[config.mk]
export PLATFORM = sky130hd
export DESIGN_NAME = gamepad_events_flat
export DESIGN_NICKNAME = d
export VERILOG_FILES = /design/src/rtl/gamepad_events_if.sv /design/src/rtl/gamepad_events.sv /design/src/flat_wrapper.sv
export SDC_FILE = /design/constraint.sdc
export NUM_CORES = 1
export LEC_CHECK = 0
export CORE_AREA = 2 2 210 212
export CTS_CLUSTER_DIAMETER = 100
export DETAILED_ROUTE_END_ITERATION = 6
export DIE_AREA = 0 0 212 214
export GPL_TIMING_DRIVEN = 1
export PLACE_DENSITY = 0.51
export SLEW_MARGIN = 15
export SYNTH_ARGS = -nofsm -noshare
export SYNTH_HDL_FRONTEND = slang
export SYNTH_SLANG_ARGS = --single-unit
[constraint.sdc]
create_clock -name clk -period 9.6 [get_ports clk]
set_input_delay 1.92 -clock clk [delete_from_list [all_inputs] [get_ports clk]]
set_output_delay 1.92 -clock clk [all_outputs]
set_load 0.01 [all_outputs]
[src/rtl/gamepad_events_if.sv]
// Bus bundle between the gamepad event block and its controller: snapshot input,
// control pulses and the event FIFO valid/ready read port.
interface gamepad_events_if #(
    parameter int N_BTN      = 64,
    parameter int FIFO_DEPTH = 16
);
    localparam int IW = $clog2(N_BTN);
    localparam int EW = IW + 1;
    localparam int CW = $clog2(FIFO_DEPTH) + 1;

    logic [N_BTN-1:0] gp_value;
    logic             gp_stb;
    logic             ctrl_en;
    logic             ctrl_clear;
    logic [EW-1:0]    ev_data;
    logic             ev_valid;
    logic             ev_ready;
    logic [CW-1:0]    ev_count;
    logic             overflow;
    logic             busy;

    modport master (
        output gp_value, gp_stb, ctrl_en, ctrl_clear, ev_ready,
        input  ev_data, ev_valid, ev_count, overflow, busy
    );

    modport slave (
        input  gp_value, gp_stb, ctrl_en, ctrl_clear, ev_ready,
        output ev_data, ev_valid, ev_count, overflow, busy
    );
endinterface

[src/rtl/gamepad_events.sv]
// Turns gamepad poll snapshots into press/release events: scans one button per cycle
// against the last reported state and queues changes in a first-word-fall-through FIFO.
module gamepad_events #(
    parameter int N_BTN      = 64,
    parameter int FIFO_DEPTH = 16
) (
    input  logic                  clk,
    input  logic                  rst,
    gamepad_events_if.slave       bus
);
    localparam int IW = $clog2(N_BTN);
    localparam int EW = IW + 1;
    localparam int PW = $clog2(FIFO_DEPTH);
    localparam int CW = PW + 1;

    typedef enum logic {
        IDLE,
        SCAN
    } state_t;

    state_t           state_q, state_d;
    logic [N_BTN-1:0] cur_q, cur_d;
    logic [N_BTN-1:0] prev_q, prev_d;
    logic [IW-1:0]    idx_q, idx_d;
    logic [EW-1:0]    mem_q [FIFO_DEPTH];
    logic [EW-1:0]    mem_d [FIFO_DEPTH];
    logic [PW-1:0]    wr_ptr_q, wr_ptr_d;
    logic [PW-1:0]    rd_ptr_q, rd_ptr_d;
    logic [CW-1:0]    count_q, count_d;
    logic             overflow_q, overflow_d;

    logic             full;
    logic             pop;
    logic             push_req;
    logic             accept;

    always_comb begin
        state_d    = state_q;
        cur_d      = cur_q;
        prev_d     = prev_q;
        idx_d      = idx_q;
        mem_d      = mem_q;
        wr_ptr_d   = wr_ptr_q;
        rd_ptr_d   = rd_ptr_q;
        count_d    = count_q;
        overflow_d = overflow_q;
        push_req   = 1'b0;

        full = (count_q == CW'(FIFO_DEPTH));
        pop  = (count_q != '0) && bus.ev_ready;

        unique case (state_q)
            IDLE: begin
                if (bus.gp_stb && bus.ctrl_en) begin
                    cur_d   = bus.gp_value;
                    idx_d   = '0;
                    state_d = SCAN;
                end
            end
            SCAN: begin
                push_req = (cur_q[idx_q] != prev_q[idx_q]);
                if (idx_q == IW'(N_BTN - 1)) begin
                    state_d = IDLE;
                end else begin
                    idx_d = idx_q + IW'(1);
                end
            end
            default: state_d = IDLE;
        endcase

        // A push swallowed by ctrl_clear still counts as reported, so prev moves on.
        accept = push_req && (bus.ctrl_clear || !full);
        if (accept) begin
            prev_d[idx_q] = cur_q[idx_q];
        end

        if (bus.ctrl_clear) begin
            wr_ptr_d   = '0;
            rd_ptr_d   = '0;
            count_d    = '0;
            overflow_d = 1'b0;
        end else begin
            if (push_req && full) begin
                overflow_d = 1'b1;
            end
            if (accept) begin
                mem_d[wr_ptr_q] = {cur_q[idx_q], idx_q};
                wr_ptr_d        = wr_ptr_q + PW'(1);
            end
            if (pop) begin
                rd_ptr_d = rd_ptr_q + PW'(1);
            end
            count_d = count_q + {{(CW-1){1'b0}}, accept} - {{(CW-1){1'b0}}, pop};
        end
    end

    always_ff @(posedge clk or posedge rst) begin
        if (rst) begin
            state_q    <= IDLE;
            cur_q      <= '0;
            prev_q     <= '0;
            idx_q      <= '0;
            mem_q      <= '{default: '0};
            wr_ptr_q   <= '0;
            rd_ptr_q   <= '0;
            count_q    <= '0;
            overflow_q <= 1'b0;
        end else begin
            state_q    <= state_d;
            cur_q      <= cur_d;
            prev_q     <= prev_d;
            idx_q      <= idx_d;
            mem_q      <= mem_d;
            wr_ptr_q   <= wr_ptr_d;
            rd_ptr_q   <= rd_ptr_d;
            count_q    <= count_d;
            overflow_q <= overflow_d;
        end
    end

    assign bus.ev_valid = (count_q != '0);
    assign bus.ev_data  = (count_q != '0) ? mem_q[rd_ptr_q] : '0;
    assign bus.ev_count = count_q;
    assign bus.overflow = overflow_q;
    assign bus.busy     = (state_q == SCAN);

endmodule

[src/flat_wrapper.sv]
// flat-port wrapper written by rule: the top's interface ports become plain ports
module gamepad_events_flat 
#(
    parameter int N_BTN      = 64,
    parameter int FIFO_DEPTH = 16
)
  (clk, rst, bus_gp_value, bus_gp_stb, bus_ctrl_en, bus_ctrl_clear, bus_ev_ready, bus_ev_data, bus_ev_valid, bus_ev_count, bus_overflow, bus_busy);
  gamepad_events_if #(.N_BTN(N_BTN), .FIFO_DEPTH(FIFO_DEPTH)) bus_i ();
  input  logic clk;
  input  logic rst;
  input wire logic [$bits(bus_i.gp_value)-1:0] bus_gp_value;
  input wire logic [$bits(bus_i.gp_stb)-1:0] bus_gp_stb;
  input wire logic [$bits(bus_i.ctrl_en)-1:0] bus_ctrl_en;
  input wire logic [$bits(bus_i.ctrl_clear)-1:0] bus_ctrl_clear;
  input wire logic [$bits(bus_i.ev_ready)-1:0] bus_ev_ready;
  output wire logic [$bits(bus_i.ev_data)-1:0] bus_ev_data;
  output wire logic [$bits(bus_i.ev_valid)-1:0] bus_ev_valid;
  output wire logic [$bits(bus_i.ev_count)-1:0] bus_ev_count;
  output wire logic [$bits(bus_i.overflow)-1:0] bus_overflow;
  output wire logic [$bits(bus_i.busy)-1:0] bus_busy;
  assign bus_i.gp_value = bus_gp_value;
  assign bus_i.gp_stb = bus_gp_stb;
  assign bus_i.ctrl_en = bus_ctrl_en;
  assign bus_i.ctrl_clear = bus_ctrl_clear;
  assign bus_i.ev_ready = bus_ev_ready;
  assign bus_ev_data = bus_i.ev_data;
  assign bus_ev_valid = bus_i.ev_valid;
  assign bus_ev_count = bus_i.ev_count;
  assign bus_overflow = bus_i.overflow;
  assign bus_busy = bus_i.busy;
  gamepad_events #(.N_BTN(N_BTN), .FIFO_DEPTH(FIFO_DEPTH)) u_core (.clk(clk), .rst(rst), .bus(bus_i));
endmodule
# Word level (Yosys, flattened, before mapping)
# Cells that the tools add are included.
# op_classes
div	0
n_mul	0
eq_ne	5
n_addsub	5
shifts	0
muxes	28
magnitude_cmp	5
reduce_logical	15
n_bitwise	4
# op_table
op	count
$bwmux W112	1
$bwmux W64	1
$bmux W7 S4	1
$demux W7 S4	1
$mux W7	4
$mux W4	4
$bmux W1 S6	2
$mux W6	2
$pmux W6 S2	1
$ge A5 B5 Y1 const B	2
$not A4 Y5	2
$add A4 B1 Y4 const B	2
$mux W1	8
$lt A6 B7 Y1 const B	1
$add A6 B1 Y6 const B	1
$demux W1 S6	1
$eq A6 B6 Y1 const B	1
$ge A6 B1 Y1 const B	1
$logic_and A1 B1 Y1	6
$reduce_and A2 Y1	3
$reduce_bool A2 Y1	3
$add A5 B1 Y5	1
$eq A5 B5 Y1 const B	1
$lt A5 B1 Y1 const B	1
other kinds (10)	11
# word_totals
ff_bits	261
out_inout_bits	15
word_cells	86
mem_bits_rw	0
input_bits	70
latch_bits	0
rom_bits	0
mem_count	0

# Longest topological paths before layout
# Gate-level depths: netlist of the first run.
# depth
depth_word	8
depth_mapped	18

# Least setup slack after synthesis of the first run
# Ideal clock, no wire load.
# synth_timing
path_kind	flip-flop to output port
start	register u_core.rd_ptr_q[0]
end	output bus_ev_data[0]
path_stages_with_launch	5
setup_slack_ps	5619
required_time_ps	7680
arrival_time_ps	2061
path_cell_list	dfrtp_1 -> buf_1 -> mux4_2 -> mux4_2 -> nor2b_1
# synth_between
elab_chain_cells	5
# synth_rtl
item	line_no	source
start, declared	gamepad_events.sv:28	logic [PW-1:0] rd_ptr_q, rd_ptr_d;
start signal, assigned	gamepad_events.sv:115	rd_ptr_q <= rd_ptr_d;
$not A4 Y5 (implied by the code)	gamepad_events.sv:122	assign bus.ev_data = (count_q != '0) ? mem_q[rd_ptr_q] : '0;
$bmux W7 S4	gamepad_events.sv:122	
$mux W7 (implied by the code) (2 in a row)	gamepad_events.sv:122	
$mux W7	gamepad_events.sv:122	
end, declared	flat_wrapper.sv:16	output wire logic [$bits(bus_i.ev_data)-1:0] bus_ev_data;
# No other way between the ends. The select of a mux whose other input is x is not followed.

# Final worst setup path of the first run
# Same ends and word-level chain as after synthesis.

==> results of run 1 <==
## worst register-to-register path: stages (launching register included)
cell and delay [ns]:
dfrtp_2 0.55, buf_4 0.67, inv_2 0.43, mux4_2 0.37, a21boi_0 0.25, and4b_1 0.26
nand4_4 0.06, buf_4 0.66, xor2_4 0.22, buf_4 0.69, or4_1 0.56, mux2_2 0.39
## through the flow
step                setup WS (ns)  std cells  hold slack [ns]
finish                       4.23       1703            0.493
global route                 4.00       1703            0.506
CTS                          4.11       1703            0.493
detailed placement           4.03       1649            0.480
global placement             4.03       1649            0.474
floorplan                   0.496       1055            0.459
## state kept, by name (all words and copies together), names as in the netlist, 4 cells and up
name / count
u_core.bus.ev_count: 5
u_core.cur_q: 64
u_core.idx_q: 6
u_core.mem_q: 112
u_core.prev_q: 64
u_core.rd_ptr_q: 4
u_core.wr_ptr_q: 4
## layout make-up
class | count | area [um2]
fill | 4182 | 27300
sequential | 261 | 6540
multi-input combinational | 685 | 6260
timing repair buffer | 103 | 996
clock buffer | 45 | 876
tap | 585 | 732
clock inverter | 9 | 98.8
inverter | 15 | 63.8
## synthesized netlist by cell type (all sizes together), types with 3 or more instances
master / count
dfrtp: 261
mux2: 247
nand2: 84
nor3: 68
clkbuf: 56
mux4: 42
buf: 38
nor2: 29
a21oi: 22
a221oi: 22
nand3b: 20
nor2b: 17
inv: 15
nand3: 15
ha: 12
mux2i: 12
o21ai: 12
or4: 10
or3b: 9
nand2b: 8
nand4: 6
nor3b: 5
o22ai: 4
o41ai: 4
xnor2: 4
xor2: 4
and2: 3
or3: 3
## power by group through the flow
stage	Sequential (mW)	Combinational [mW]	Clock, mW
global route	1.60	2.11	1.22
CTS	1.57	1.96	1.18
finish	1.56	1.93	1.14
global placement	1.58	1.94	0
detailed placement	1.58	1.95	0
floorplan	1.47	1.54	0
## per-layer routing
metal	wire length, um	share of wire	global-route usage	vias to the layer above
met5	13	0.00040	0	-
met4	800	0.025	0.0408	2
met3	1190	0.037	0.0220	50
met2	15800	0.49	0.238	170
met1	14300	0.44	0.197	4364
li1	-	-	-	3924
## worst max-delay path by stage
stage / startpoint / cells past startpoint / slack, ns / endpoint
6_report: u_core.rd_ptr_q[0] / 4 / 4.23 / bus_ev_data[0]
5_1_grt: u_core.rd_ptr_q[0] / 4 / 4.00 / bus_ev_data[5]
4_1_cts: u_core.rd_ptr_q[0] / 4 / 4.11 / bus_ev_data[1]
3_5_place_dp: bus_ctrl_clear / 11 / 4.03 / u_core.bus.ev_count[4]
3_3_place_gp: bus_ctrl_clear / 11 / 4.03 / u_core.bus.ev_count[4]
2_1_floorplan: rst / 1 / 0.50 / u_core.bus.busy
## cell families after synthesis
kind of cell	share of synthesized area
AO/OA/AOI/OAI	0.0408
XOR/XNOR	0.00585
adder cells (fa/ha/maj)	0.0128
buffers and inverters	0.0375
flip-flops	0.492
multiplexers	0.294
AND/OR/NAND/NOR	0.117
==> metrics.md, run 1 <==
| Metric | Value |
|---|---|
| Fin crit share | `0.559` |
| FMAX | `186 MHz` |
| HP Start | `u_core.mem_q[1]` |
| Die Span X | `212 um` |
| Seq/Total Area, Yosys | `0.492` |
| Worst-path fanout max | `31` |
| Seq pwr share | `0.338` |
| Slew Limit Fails | `0` |
| Detailed-router iteration count before antenna repair | `5` |
| PnR Total Power | `4.62 mW` |
| Hold Path Stages | `1` |
| Internal power | `2.77 mW` |
| DR vias | `8510` |
| Worst Path Arrival | `3.45 ns` |
| Core area | `42900 um2` |
| Sw frac | `0.400` |
| Routability cong. | `0.738` |
| Layout area overhead | `17.3%` |
| Critical Path End Type | `output pin` |
| Count of final hold-check violations | `0` |
| Grt ovf | `0` |
| Syn Std Cell Area | `13300 um2` |
| Avg Vias per Cell | `5.00` |
| Synth Net Count | `1138` |
| Total GRT Usage | `0.145` |
| Die height | `214 um` |
| Crit Path Class | `reg2out` |
| Max cap viols | `0` |
| First-pass GRT wire length | `51900 um` |
| Util after Layout | `0.363` |
| Mean Syn Cell Area | `12.6 um2` |
| Commonest non-fill, non-tap cells in the layout | `dfrtp_1 (257), mux2_2 (230), clkdlybuf4s50_1 (84)` |
| Worst hold path class | `reg2reg` |
| Vias in the first global route | `8941` |
| Largest cells by area after synthesis | `dfrtp_1 (49%), mux2_2 (20%), mux4_2 (7.1%)` |
| CTS Sinks | `261` |
| Initial core utilization | `0.309` |
| Clock share of power | `0.246` |
| Hold_buf cts | `0` |
| Clk pin slew, worst setup/hold paths | `0.06 ns` |
| CTS root buf | `clkbuf_16` |
| Status | `complete, no violations` |
| # diodes | `0` |
| Reg2reg path depth | `11` |
| Comb power frac | `0.416` |
| RR Endpoint | `u_core.mem_q[42]` |
| Total CTS buffers | `29` |
| Clk_lat worst skew | `0.56 ns` |
| Psw | `1.85 mW` |
| Ys async rst share | `1.00` |
| Post-synth cell types | `59` |
| CTS tree | `yes` |
| Mapped Cells | `1055` |
| Setup tns final | `0 ns` |
| Share of layout cells above drive strength 1 | `0.340` |
| Number of enable flip-flop cells after synthesis | `0` |
| Most used cell along the critical path | `mux4_2` |
| H-tree depth | `1` |
| Row count | `76` |
| Reg2reg setup slack | `4.37 ns` |
| Slew @ Worst Pin | `1.12 ns` |
| Reg2Reg Launch Point | `u_core.idx_q[2]` |
| DIE AREA | `45400 um2` |
| Synthesized flop and latch total | `261` |
| Final ANT Viol Nets | `0` |
| Wire per inst | `18.9 um` |
| Worst path slowest cell | `dfrtp_2` |
| CP cell instances | `mux4_2, mux4_2, nor2b_1, clkdlybuf4s50_1` |
| Buf/Inv on CP | `1` |
| I/O pin total | `85` |
| Tmin final | `5.37 ns` |
| Leading area contributor after synthesis | `dfrtp_1` |
| Crit start category | `flip-flop` |
| Crit path largest cell delay | `1.08 ns` |
| Maximum VDD drop | `0.457 mV` |
| LEAKAGE | `6.66 nW` |
| Top FF cell, synth | `dfrtp_1` |
| Pwr dens | `297 nW/um2` |
| Family with the most delay on the worst path | `multiplexers` |
| Post_cts resized | `0` |
| DR iter-0 viols | `426` |
| HPWL Detailed | `19900 um` |
| Final setup vio count | `0` |
| Hold endpoint | `u_core.mem_q[1]` |
| Antenna violations before repair | `2` |
| Relative slew margins | `0.250` |
| Area post-placement | `14600 um2` |
| Nets | `1178` |
| WP data required | `7.68 ns` |
| Final WL | `32200 um` |
| RSZ-0062 raised after global routing | `no` |
| Yosys top cell area share | `0.492` |
| Finished layout cell area | `15600 um2` |
| Post-CTS Setup Inserts | `0` |
| CTS Buffer Depth | `3` |
| Largest net degree at the start of global routing | `141` |
| Most common cell after layout, fill and taps aside | `dfrtp_1` |
| PortBufs | `84` |
| # DRC | `0` |
| Syn. warnings | `0` |
| Worst clock skew | `0.0117 ns` |
No activity file was read; power rests on OpenSTA's default activity.
==> run 2: changes to the inputs <==
==> constraint.sdc (replaced) <==
create_clock -name clk -period 4.6 [get_ports clk]
set_input_delay 0.92 -clock clk [delete_from_list [all_inputs] [get_ports clk]]
set_output_delay 0.92 -clock clk [all_outputs]
set_load 0.01 [all_outputs]
==> run 2 against run 1 <==
First-iteration DRC count is 22% higher. Critical path type unchanged. Non-clock buffer count rose by 23. Worst setup slack lost 3.9 ns. Hold slack improved by 0.0073 ns. Die area did not move. Critical endpoint unchanged.
==> metrics.md, run 2 (synthesis results as in run 1) <==
| Metric | Value |
|---|---|
| Relative slew margins | `0.269` |
| Maximum VDD drop | `0.549 mV` |
| Final WL | `33400 um` |
| Wire per inst | `19.4 um` |
| Met3 Use GR | `0.0240` |
| Pwr dens | `620 nW/um2` |
| RR Endpoint | `u_core.bus.ev_count[4]` |
| First-pass GRT wire length | `53700 um` |
| Area post-placement | `14800 um2` |
| Largest net degree at the start of global routing | `110` |
| Finished layout cell area | `15800 um2` |
| CTS Buffer Depth | `3` |
| Detailed-router iteration count before antenna repair | `7` |
| Reg2reg path depth | `14` |
| Clk pin slew, worst setup/hold paths | `0.06 ns` |
| Die height | `214 um` |
| Most used cell along the critical path | `mux4_2` |
| PortBufs | `84` |
| Fin crit share | `0.928` |
| # diodes | `0` |
| Status | `complete, no violations` |
| Layout area overhead | `18.8%` |
| Core area | `42900 um2` |
| Crit start category | `flip-flop` |
| Post_cts resized | `0` |
| Initial core utilization | `0.309` |
| Post-CTS Setup Inserts | `0` |
| Critical Path End Type | `output pin` |
| Total CTS buffers | `29` |
| Largest register FFs | `112` |
| Commonest non-fill, non-tap cells in the layout | `dfrtp_1 (257), mux2_2 (230), clkdlybuf4s50_1 (84)` |
| GR Layer Usage met1 | `0.206` |
| H-tree depth | `1` |
| Worst-path fanout max | `16` |
| Avg Vias per Cell | `4.99` |
| FMAX | `234 MHz` |
| Util after Layout | `0.367` |
| Reg2reg setup slack | `0.36 ns` |
| Worst clock skew | `0.0176 ns` |
| HPWL Detailed | `21400 um` |
| CTS Sinks | `261` |
| Most flop-heavy register | `u_core.mem_q` |
| Reg2Reg Launch Point | `u_core.idx_q[0]` |
| Clk_lat worst skew | `0.56 ns` |
| CTS tree | `yes` |
| Worst path slowest cell | `dfrtp_2` |
| DR iter-0 viols | `518` |
| Tmin final | `4.27 ns` |
| DR vias | `8600` |
| Nets | `1201` |
| RSZ-0062 raised after global routing | `no` |
| HP Start | `u_core.mem_q[1]` |
| Most common cell after layout, fill and taps aside | `dfrtp_1` |
| Hold_buf cts | `0` |
| Share of layout cells above drive strength 1 | `0.351` |
| Pre-CTS setup slack | `0.343 ns` |
| Slew @ Worst Pin | `1.09 ns` |
| Count of final hold-check violations | `0` |
| Family with the most delay on the worst path | `multiplexers` |
| Largest registers | `u_core.mem_q (112), u_core.cur_q (64), u_core.prev_q (64)` |
| GR peak layer | `met2` |
| # DRC | `0` |
| Final setup vio count | `0` |
| Max cap viols | `0` |
| Worst hold path class | `reg2reg` |
| Buf/Inv on CP | `2` |
| Antenna violations before repair | `0` |
| Die Span X | `212 um` |
| Crit path capture | `bus_ev_data[0]` |
| I/O pin total | `85` |
| Setup WS post-layout | `0.333 ns` |
| Worst setup startpoint | `u_core.rd_ptr_q[0]` |
| Crit Path Class | `reg2out` |
| WP data required | `3.68 ns` |
| Slew Limit Fails | `0` |
| Routability cong. | `0.741` |
| WP depth | `5` |
| Final ANT Viol Nets | `0` |
| Setup tns final | `0 ns` |
| GR Util met2 | `0.249` |
| DIE AREA | `45400 um2` |
| CP cell instances | `buf_4, mux4_2, mux4_2, nor2b_1, clkdlybuf4s50_1` |
| CTS root buf | `clkbuf_16` |
| Row count | `76` |
| Worst Path Arrival | `3.35 ns` |
| Vias in the first global route | `9091` |
| Grt ovf | `0` |
| Min Hold Slack | `0.500 ns` |
| Total GRT Usage | `0.150` |
| LEAKAGE | `6.77 nW` |
| Crit path largest cell delay | `0.72 ns` |
## run 2: worst min path at each step
stage	to	cells after the start
after global placement	u_core.mem_q[4]	1
after global routing	u_core.mem_q[0]	1
after CTS	u_core.mem_q[4]	1
after detailed placement	u_core.prev_q[58]	1
after floorplan	u_core.mem_q[0]	1
final	u_core.mem_q[1]	1
## run 2: report_power, final
group / switching [mW] / internal, mW / total [mW]
logic: 2.55 / 1.65 / 4.19
clock network: 0.951 / 1.37 / 2.32
registers: 0.430 / 2.83 / 3.26
total: 3.93 / 5.84 / 9.77
## run 2: metal layers
metal | up-vias | wire length (um)
met5 | - | 0
met4 | 0 | 689
met3 | 43 | 1120
met2 | 135 | 16300
met1 | 4456 | 15300
li1 | 3966 | -
## run 2: through the flow
stage	power (mW)	cells
after floorplan	6.29	1055
after global placement	7.51	1672
after detailed placement	7.55	1672
after CTS	9.92	1724
after global routing	10.4	1724
final	9.77	1724
## run 2: layout make-up
type	count	area (um2)
repair buffers	126	1230
multi-input cells	685	6260
flip-flops and latches	261	6540
well taps	585	732
clock inverters	9	103
fillers	4194	27100
inverters	15	60.1
clock buffers	43	838
==> run 3: changes to the inputs <==
--- a/config.mk
+++ b/config.mk
@@ -5,11 +5,12 @@
 export SDC_FILE = /design/constraint.sdc
 export NUM_CORES = 1
 export LEC_CHECK = 0
-export CORE_AREA = 2 2 210 212
+export ABC_AREA = 1
+export CORE_AREA = 5 5 217 219
 export CTS_CLUSTER_DIAMETER = 100
 export DETAILED_ROUTE_END_ITERATION = 6
-export DIE_AREA = 0 0 212 214
-export GPL_TIMING_DRIVEN = 1
+export DIE_AREA = 0 0 222 224
+export GPL_TIMING_DRIVEN = 0
 export PLACE_DENSITY = 0.51
 export SLEW_MARGIN = 15
 export SYNTH_ARGS = -nofsm -noshare
==> run 3 against run 2 <==
Clock power is 7% higher. Sequential power is 6.1% lower. Design area is 5.3% higher. Synthesized cell count is 82% higher. Critical path depth up 3. Non-clock buffer count up 87. Cell count rose by 55%. First-iteration DRC count increased to 2.5 times the previous value. Highest routed layer unchanged. Maximum frequency shrank 4.3%. Worst setup slack got worse by 0.19 ns. Area after synthesis up 3.9%. The flow now finishes with violations (DRC).
==> metrics.md, run 3 <==
| Metric | Value |
|---|---|
| Hold endpoint | `u_core.prev_q[15]` |
| Mean Syn Cell Area | `7.17 um2` |
| Hold_buf cts | `0` |
| Area post-placement | `15600 um2` |
| Largest cells by area after synthesis | `dfrtp_1 (47%), nand2_1 (24%), nand4_1 (5.8%)` |
| Post_cts resized | `0` |
| Mapped Cells | `1922` |
| Max cap viols | `0` |
| I/O pin total | `85` |
| Family with the most delay on the worst path | `buffers and inverters` |
| Placed Cells | `2614` |
| Fin crit share | `0.969` |
| Setup WS post-layout | `0.143 ns` |
| PnR Total Power | `11.1 mW` |
| Worst path slowest cell | `clkdlybuf4s50_1` |
| Reg2reg path depth | `22` |
| Slew Limit Fails | `0` |
| Syn. warnings | `0` |
| First-pass GRT wire length | `77300 um` |
| Most flop-heavy register | `u_core.mem_q` |
| Worst clock skew | `0.0108 ns` |
| Nets | `2129` |
| Share of layout cells above drive strength 1 | `0.0513` |
| Vias in the first global route | `13400` |
| Critical Path End Type | `output pin` |
| RR Endpoint | `u_core.bus.ev_count[4]` |
| Slew @ Worst Pin | `1.33 ns` |
| Syn Std Cell Area | `13800 um2` |
| Crit start category | `flip-flop` |
| Crit path largest cell delay | `0.59 ns` |
| WP data required | `3.68 ns` |
| RSZ-0062 raised after global routing | `no` |
| Final WL | `49300 um` |
| Largest registers | `u_core.mem_q (112), u_core.cur_q (64), u_core.prev_q (64)` |
| # DRC | `1` |
| Hold Path Stages | `2` |
| Buf/Inv on CP | `4` |
| Post-synth cell types | `29` |
| Top FF cell, synth | `dfrtp_1` |
| Avg Vias per Cell | `5.14` |
| Layout area overhead | `20.3%` |
| FMAX | `224 MHz` |
| Top post-synthesis cells by count | `nand2_1 (891), dfrtp_1 (261), nor2_1 (173)` |
| Row count | `78` |
| Worst hold path class | `reg2reg` |
| Core area | `44900 um2` |
| Count of final hold-check violations | `0` |
| HPWL Detailed | `34400 um` |
| CTS Sinks | `261` |
| PortBufs | `83` |
| Leading area contributor after synthesis | `dfrtp_1` |
| HP Start | `u_core.prev_q[15]` |
| Wire per inst | `18.5 um` |
| Clk pin slew, worst setup/hold paths | `0.06 ns` |
| Finished layout cell area | `16600 um2` |
| CTS root buf | `clkbuf_16` |
| Worst Path Arrival | `3.54 ns` |
| Sequential Area | `6530 um2` |
| Die height | `224 um` |
| Count leader, synth | `nand2_1` |
| Reg2Reg Launch Point | `u_core.idx_q[0]` |
| Clk_lat worst skew | `0.59 ns` |
| Worst-path fanout max | `10` |
| Largest register FFs | `112` |
| CTS tree | `yes` |
| Die Span X | `222 um` |
| Crit Path Class | `reg2out` |
| CP cell instances | `inv_1, clkbuf_1, clkbuf_1, nor2_1, o221ai_1, nand3_1, a21oi_1, clkdlybuf4s50_1` |
| # diodes | `0` |
| Relative slew margins | `0.110` |
| Synth Net Count | `2005` |
| DR iter-0 viols | `1309` |
| Ys async rst share | `1.00` |
| Final ANT Viol Nets | `0` |
| CTS Buffer Depth | `3` |
| Most common cell after layout, fill and taps aside | `nand2_1` |
| H-tree depth | `1` |
| Grt ovf | `0` |
| Post-CTS Setup Inserts | `0` |
| Tmin final | `4.46 ns` |
| DR vias | `13700` |
| Post-Layout Cell Count | `2668` |
| Total GRT Usage | `0.194` |
| Final setup vio count | `0` |
| Pwr dens | `671 nW/um2` |
| Pre-CTS setup slack | `0.133 ns` |
| Antenna violations before repair | `0` |
| Seq/Total Area, Yosys | `0.474` |
| Status | `finished, violations left` |
| Largest net degree at the start of global routing | `35` |
| Synthesized flop and latch total | `261` |
| Failing checks | `DRC` |
| Yosys top cell area share | `0.474` |
| DIE AREA | `49700 um2` |
| Initial core utilization | `0.307` |
| Detailed-router iteration count before antenna repair | `7` |
| Number of enable flip-flop cells after synthesis | `0` |
| Reg2reg setup slack | `0.37 ns` |
| Most used cell along the critical path | `clkbuf_1` |
| Maximum VDD drop | `0.321 mV` |
| Multi-input gate area | `6430 um2` |
| FILL cells | `4816` |
| LEAKAGE | `8.34 nW` |
| Commonest non-fill, non-tap cells in the layout | `nand2_1 (891), dfrtp_1 (261), nor2_1 (172)` |
| Total CTS buffers | `30` |
| Util after Layout | `0.370` |
| Routability cong. | `0.940` |
==> run 3: per-layer routing <==
metal / vias up / global-route usage / wire length (um)
met2: 499 / 0.323 / 23000
met1: 6597 / 0.262 / 21400
met4: 0 / 0.0666 / 1810
li1: 6478 / - / -
met3: 133 / 0.0259 / 3010
met5: - / 0 / 0
==> run 3: cell families (layout without fill, tap and decap cells) <==
group / count (synthesis) / after routing / share of synthesized area
AO/OA/AOI/OAI: 150 / 150 / 0.0627
adder cells (fa/ha/maj): 13 / 13 / 0.0123
buffers and inverters: 193 / 339 / 0.0601
flip-flops: 261 / 261 / 0.474
AND/OR/NAND/NOR: 1299 / 1299 / 0.387
XOR/XNOR: 6 / 6 / 0.00381
==> run 3: worst max-delay path by stage <==
stage                            start                      to  cells past startpoint
floorplan                          rst         u_core.bus.busy                      1
global placement                   rst       u_core.prev_q[37]                      2
detailed placement     u_core.idx_q[0]  u_core.bus.ev_count[4]                     23
CTS                    u_core.idx_q[0]  u_core.bus.ev_count[4]                     23
global route        u_core.rd_ptr_q[0]          bus_ev_data[5]                      8
finish              u_core.rd_ptr_q[0]          bus_ev_data[3]                      8
==> run 3: worst min-delay path, cell delays in order (launching register included) <==
cell and delay, ns:
dfrtp_1 0.34, nand2_1 0.05, nand2_1 0.05
==> run 3: layout make-up <==
type | count | share of cell area
clock buffer | 47 | 0.0552
inverter | 72 | 0.0165
timing repair buffer | 92 | 0.0623
multi-input combinational | 1468 | 0.388
clock inverter | 7 | 0.00528
sequential | 261 | 0.394
tap | 600 | 0.0453
buffer | 121 | 0.0339
==> run 3: report_power, final <==
part           switching, mW  total (mW)  internal (mW)  leakage, nW
combinational           4.07        5.58           1.52         4.34
sequential             0.283        3.06           2.78         3.50
clock                   1.02        2.49           1.47        0.493
total                   5.37        11.1           5.76         8.34
==> run 3: stage by stage <==
step                      setup TNS (ns)  hold slack [ns]
after CTS                              0            0.473
after floorplan                        0            0.441
after global routing                   0            0.488
after global placement           -522.16            0.452
after detailed placement               0            0.458
final                                  0            0.471
==> RTL edit, RTL diff (settings of run 2) <==
Make the reset (`rst`) synchronous in one clocked block.
--- a/src/rtl/gamepad_events.sv
+++ b/src/rtl/gamepad_events.sv
@@ -95,5 +95,5 @@
     end
 
-    always_ff @(posedge clk or posedge rst) begin
+    always_ff @(posedge clk) begin
         if (rst) begin
             state_q    <= IDLE;
Function: differs if rst is asserted again (counterexample within 4 cycles, from zero or initial values and one cycle with rst high); with rst held inactive, the same outputs for 4 cycles.
==> RTL edit against run 2 <==
- clock skew is 0.00080 ns higher
- setup slack better by 0.24 ns
- final area is 6.8% lower
- area after synthesis is 6.5% lower
- cell count is 13% higher
- critical path type unchanged
- sequential cell count stayed put
- highest routed layer unchanged
- routed wire length is 5.5% higher
Power is not compared: it rests on default switching activity, and its combinational part moved more than twofold at a synthesized area within 25%.
==> RTL edit: results (changes against run 2) <==
CRITICAL PATH
----------------------------------------------------------------------------------------
Delay of the slowest cell on the worst path ...............................      0.74 ns   +0.02 ns
Reg-to-reg setup timing slack .............................................      0.63 ns   +0.27 ns
Critical path peak fanout .................................................           11   -5
Reg-to-reg critical path startpoint ....................................... u_core.idx_q[2]
Slowest-stage cell, CP .................................................... sky130_fd_sc_hd__dfxtp_1
Arrival time of the worst setup path ......................................      3.10 ns   -0.25 ns
Category of cells accounting for the largest share of critical-path delay . buffers and inverters
Worst-case reg-to-reg path depth ..........................................           14   unchanged
Crit Reg-Reg Endpoint ..................................................... u_core.bus.ev_count[4]

GLOBAL ROUTING
----------------------------------------------------------------------------------------
Largest net degree at the start of global routing .........................           69   -37%
Total track usage .........................................................       15.30%   +0.27 points
Global-route wire length before repair ....................................    55,380 µm   +3.1%

SYNTH
----------------------------------------------------------------------------------------
Dominant cells by area after synthesis .................................... sky130_fd_sc_hd__dfxtp_1, sky130_fd_sc_hd__mux2i_1, sky130_fd_sc_hd__nand2_1
Mux contribution to synthesized area ......................................       20.02%   -9.4 points
Post-Synth Adder-Cell Area ................................................       1.372%   +0.089 points
Post-Synthesis Net Count ..................................................        1,399   +23%
Flip-flop cell with the highest count after synthesis ..................... sky130_fd_sc_hd__dfxtp_1
Async set-or-reset flop fraction in the synthesized netlist ...............           0%   -100 points
Cell types with the highest counts after synthesis ........................ sky130_fd_sc_hd__nand2_1, sky130_fd_sc_hd__dfxtp_1, sky130_fd_sc_hd__mux2i_1
Complex-gate fraction of the synthesized area .............................       12.25%   +8.2 points
Synth Area in XOR/XNOR ....................................................      0.6960%   +0.11 points

LAYOUT
----------------------------------------------------------------------------------------
Total number of nets in the final design ..................................        1,424   +19%
Filler cell count in the final layout .....................................        4,358   +3.9%
Fraction of layout cells with a size suffix above 1 .......................       12.09%   -23 points

PLACE
----------------------------------------------------------------------------------------
Final HPWL DP .............................................................    23,710 µm   +11%
Post-placement worst setup slack ..........................................    0.6548 ns   +0.3116 ns
# port buffers ............................................................           84   unchanged
Final Wtd Congestion ......................................................       0.8311   +12%

CLOCK NETWORK
----------------------------------------------------------------------------------------
Clock tree buffer depth ...................................................            3   unchanged
TritonCTS Buffers .........................................................           28   -3.4%
CTS root buffer ........................................................... sky130_fd_sc_hd__clkbuf_16

POWER
----------------------------------------------------------------------------------------
Cell internal power dissipation ...........................................     3.822 mW

WORST HOLD PATH
----------------------------------------------------------------------------------------
Destination of the worst hold path ........................................ u_core.cur_q[6]
Worst min-delay path startpoint ........................................... u_core.cur_q[6]
Cell depth of the worst min-delay path ....................................            2   +1

TIMING
----------------------------------------------------------------------------------------
Slew of the pin with the lowest slew margin ...............................     1.225 ns   +0.1331 ns
Clock Skews ...............................................................   0.01841 ns   +0.0007998 ns

DETAILED ROUTING
----------------------------------------------------------------------------------------
Via count .................................................................        9,888   +15%
Total wirelength of the detailed-routed design ............................    35,190 µm   +5.5%
First-pass detailed-route iteration total .................................            5   -2

RUN STATUS
----------------------------------------------------------------------------------------
Status ....................................................................    completed

-- RTL edit: kinds of logic (layout without fill, tap and decap cells) --
logic type,Yosys count,count (layout)
compound gates,232,232
xor+xnor,9,9
fa+ha+maj,13,13
buf+inv,135,176
flops,261,261
mux,194,194
simple gates,472,472
-- RTL edit: final cells by class --
| type | count | area share, % |
|---|---|---|
| Clock buffer | 41 | 5.715 |
| Inverter | 12 | 0.3236 |
| Sequential cell | 261 | 35.58 |
| Multi-Input combinational cell | 920 | 45.34 |
| Tap cell | 585 | 4.982 |
| Timing Repair Buffer | 118 | 7.767 |
| Clock inverter | 5 | 0.2896 |
-- RTL edit: through the flow --
stage	instances	cell area [µm²]	total power [mW]	utilization (%)	hold WS, ns
2_1_floorplan	1316	12400	2.770	-	0.4315
3_3_place_gp	1896	13810	3.026	32.20	0.4395
3_5_place_dp	1896	13810	3.032	32.20	0.4472
4_1_cts	1942	14690	5.229	34.26	0.4553
5_1_grt	1942	14690	5.380	34.26	0.4725
6_report	1942	14690	5.160	34.26	0.4540
-- RTL edit: power by group through the flow --
| stage | Combinational [mW] | Sequential [mW] | Clock (mW) |
|---|---|---|---|
| floorplan | 0.394 | 2.38 | 0 |
| global placement | 0.640 | 2.39 | 0 |
| detailed placement | 0.645 | 2.39 | 0 |
| CTS | 0.649 | 2.34 | 2.24 |
| global route | 0.707 | 2.34 | 2.33 |
| finish | 0.639 | 2.34 | 2.18 |
-- RTL edit: metal layers --
metal	vias up	track usage, %	part of all wire, %
met5	-	0	0
met4	0	3.169	1.8
met3	45	2.360	5.0
met2	246	26.02	48
met1	4806	20.42	45
li1	4791	-	-
-- RTL edit: tightest hold or removal path: stages (launching register included) --
cell                      delay [ns]
sky130_fd_sc_hd__dfxtp_1        0.31
sky130_fd_sc_hd__nand2_1        0.05
sky130_fd_sc_hd__a21oi_1        0.05
-- RTL edit: worst max-delay path by stage --
| stage | slack [ns] | cells after the start | to | start |
|---|---|---|---|---|
| final | 0.58 | 5 | bus_ev_data[2] | u_core.rd_ptr_q[1] |
| after global routing | 0.39 | 14 | u_core.bus.ev_count[4] | u_core.idx_q[2] |
| after CTS | 0.46 | 5 | bus_ev_data[3] | u_core.rd_ptr_q[1] |
| after detailed placement | 0.65 | 14 | u_core.bus.ev_count[4] | u_core.idx_q[2] |
| after global placement | 0.69 | 14 | u_core.bus.ev_count[4] | u_core.idx_q[2] |
| after floorplan | 0.56 | 17 | u_core.bus.ev_count[4] | u_core.idx_q[2] |
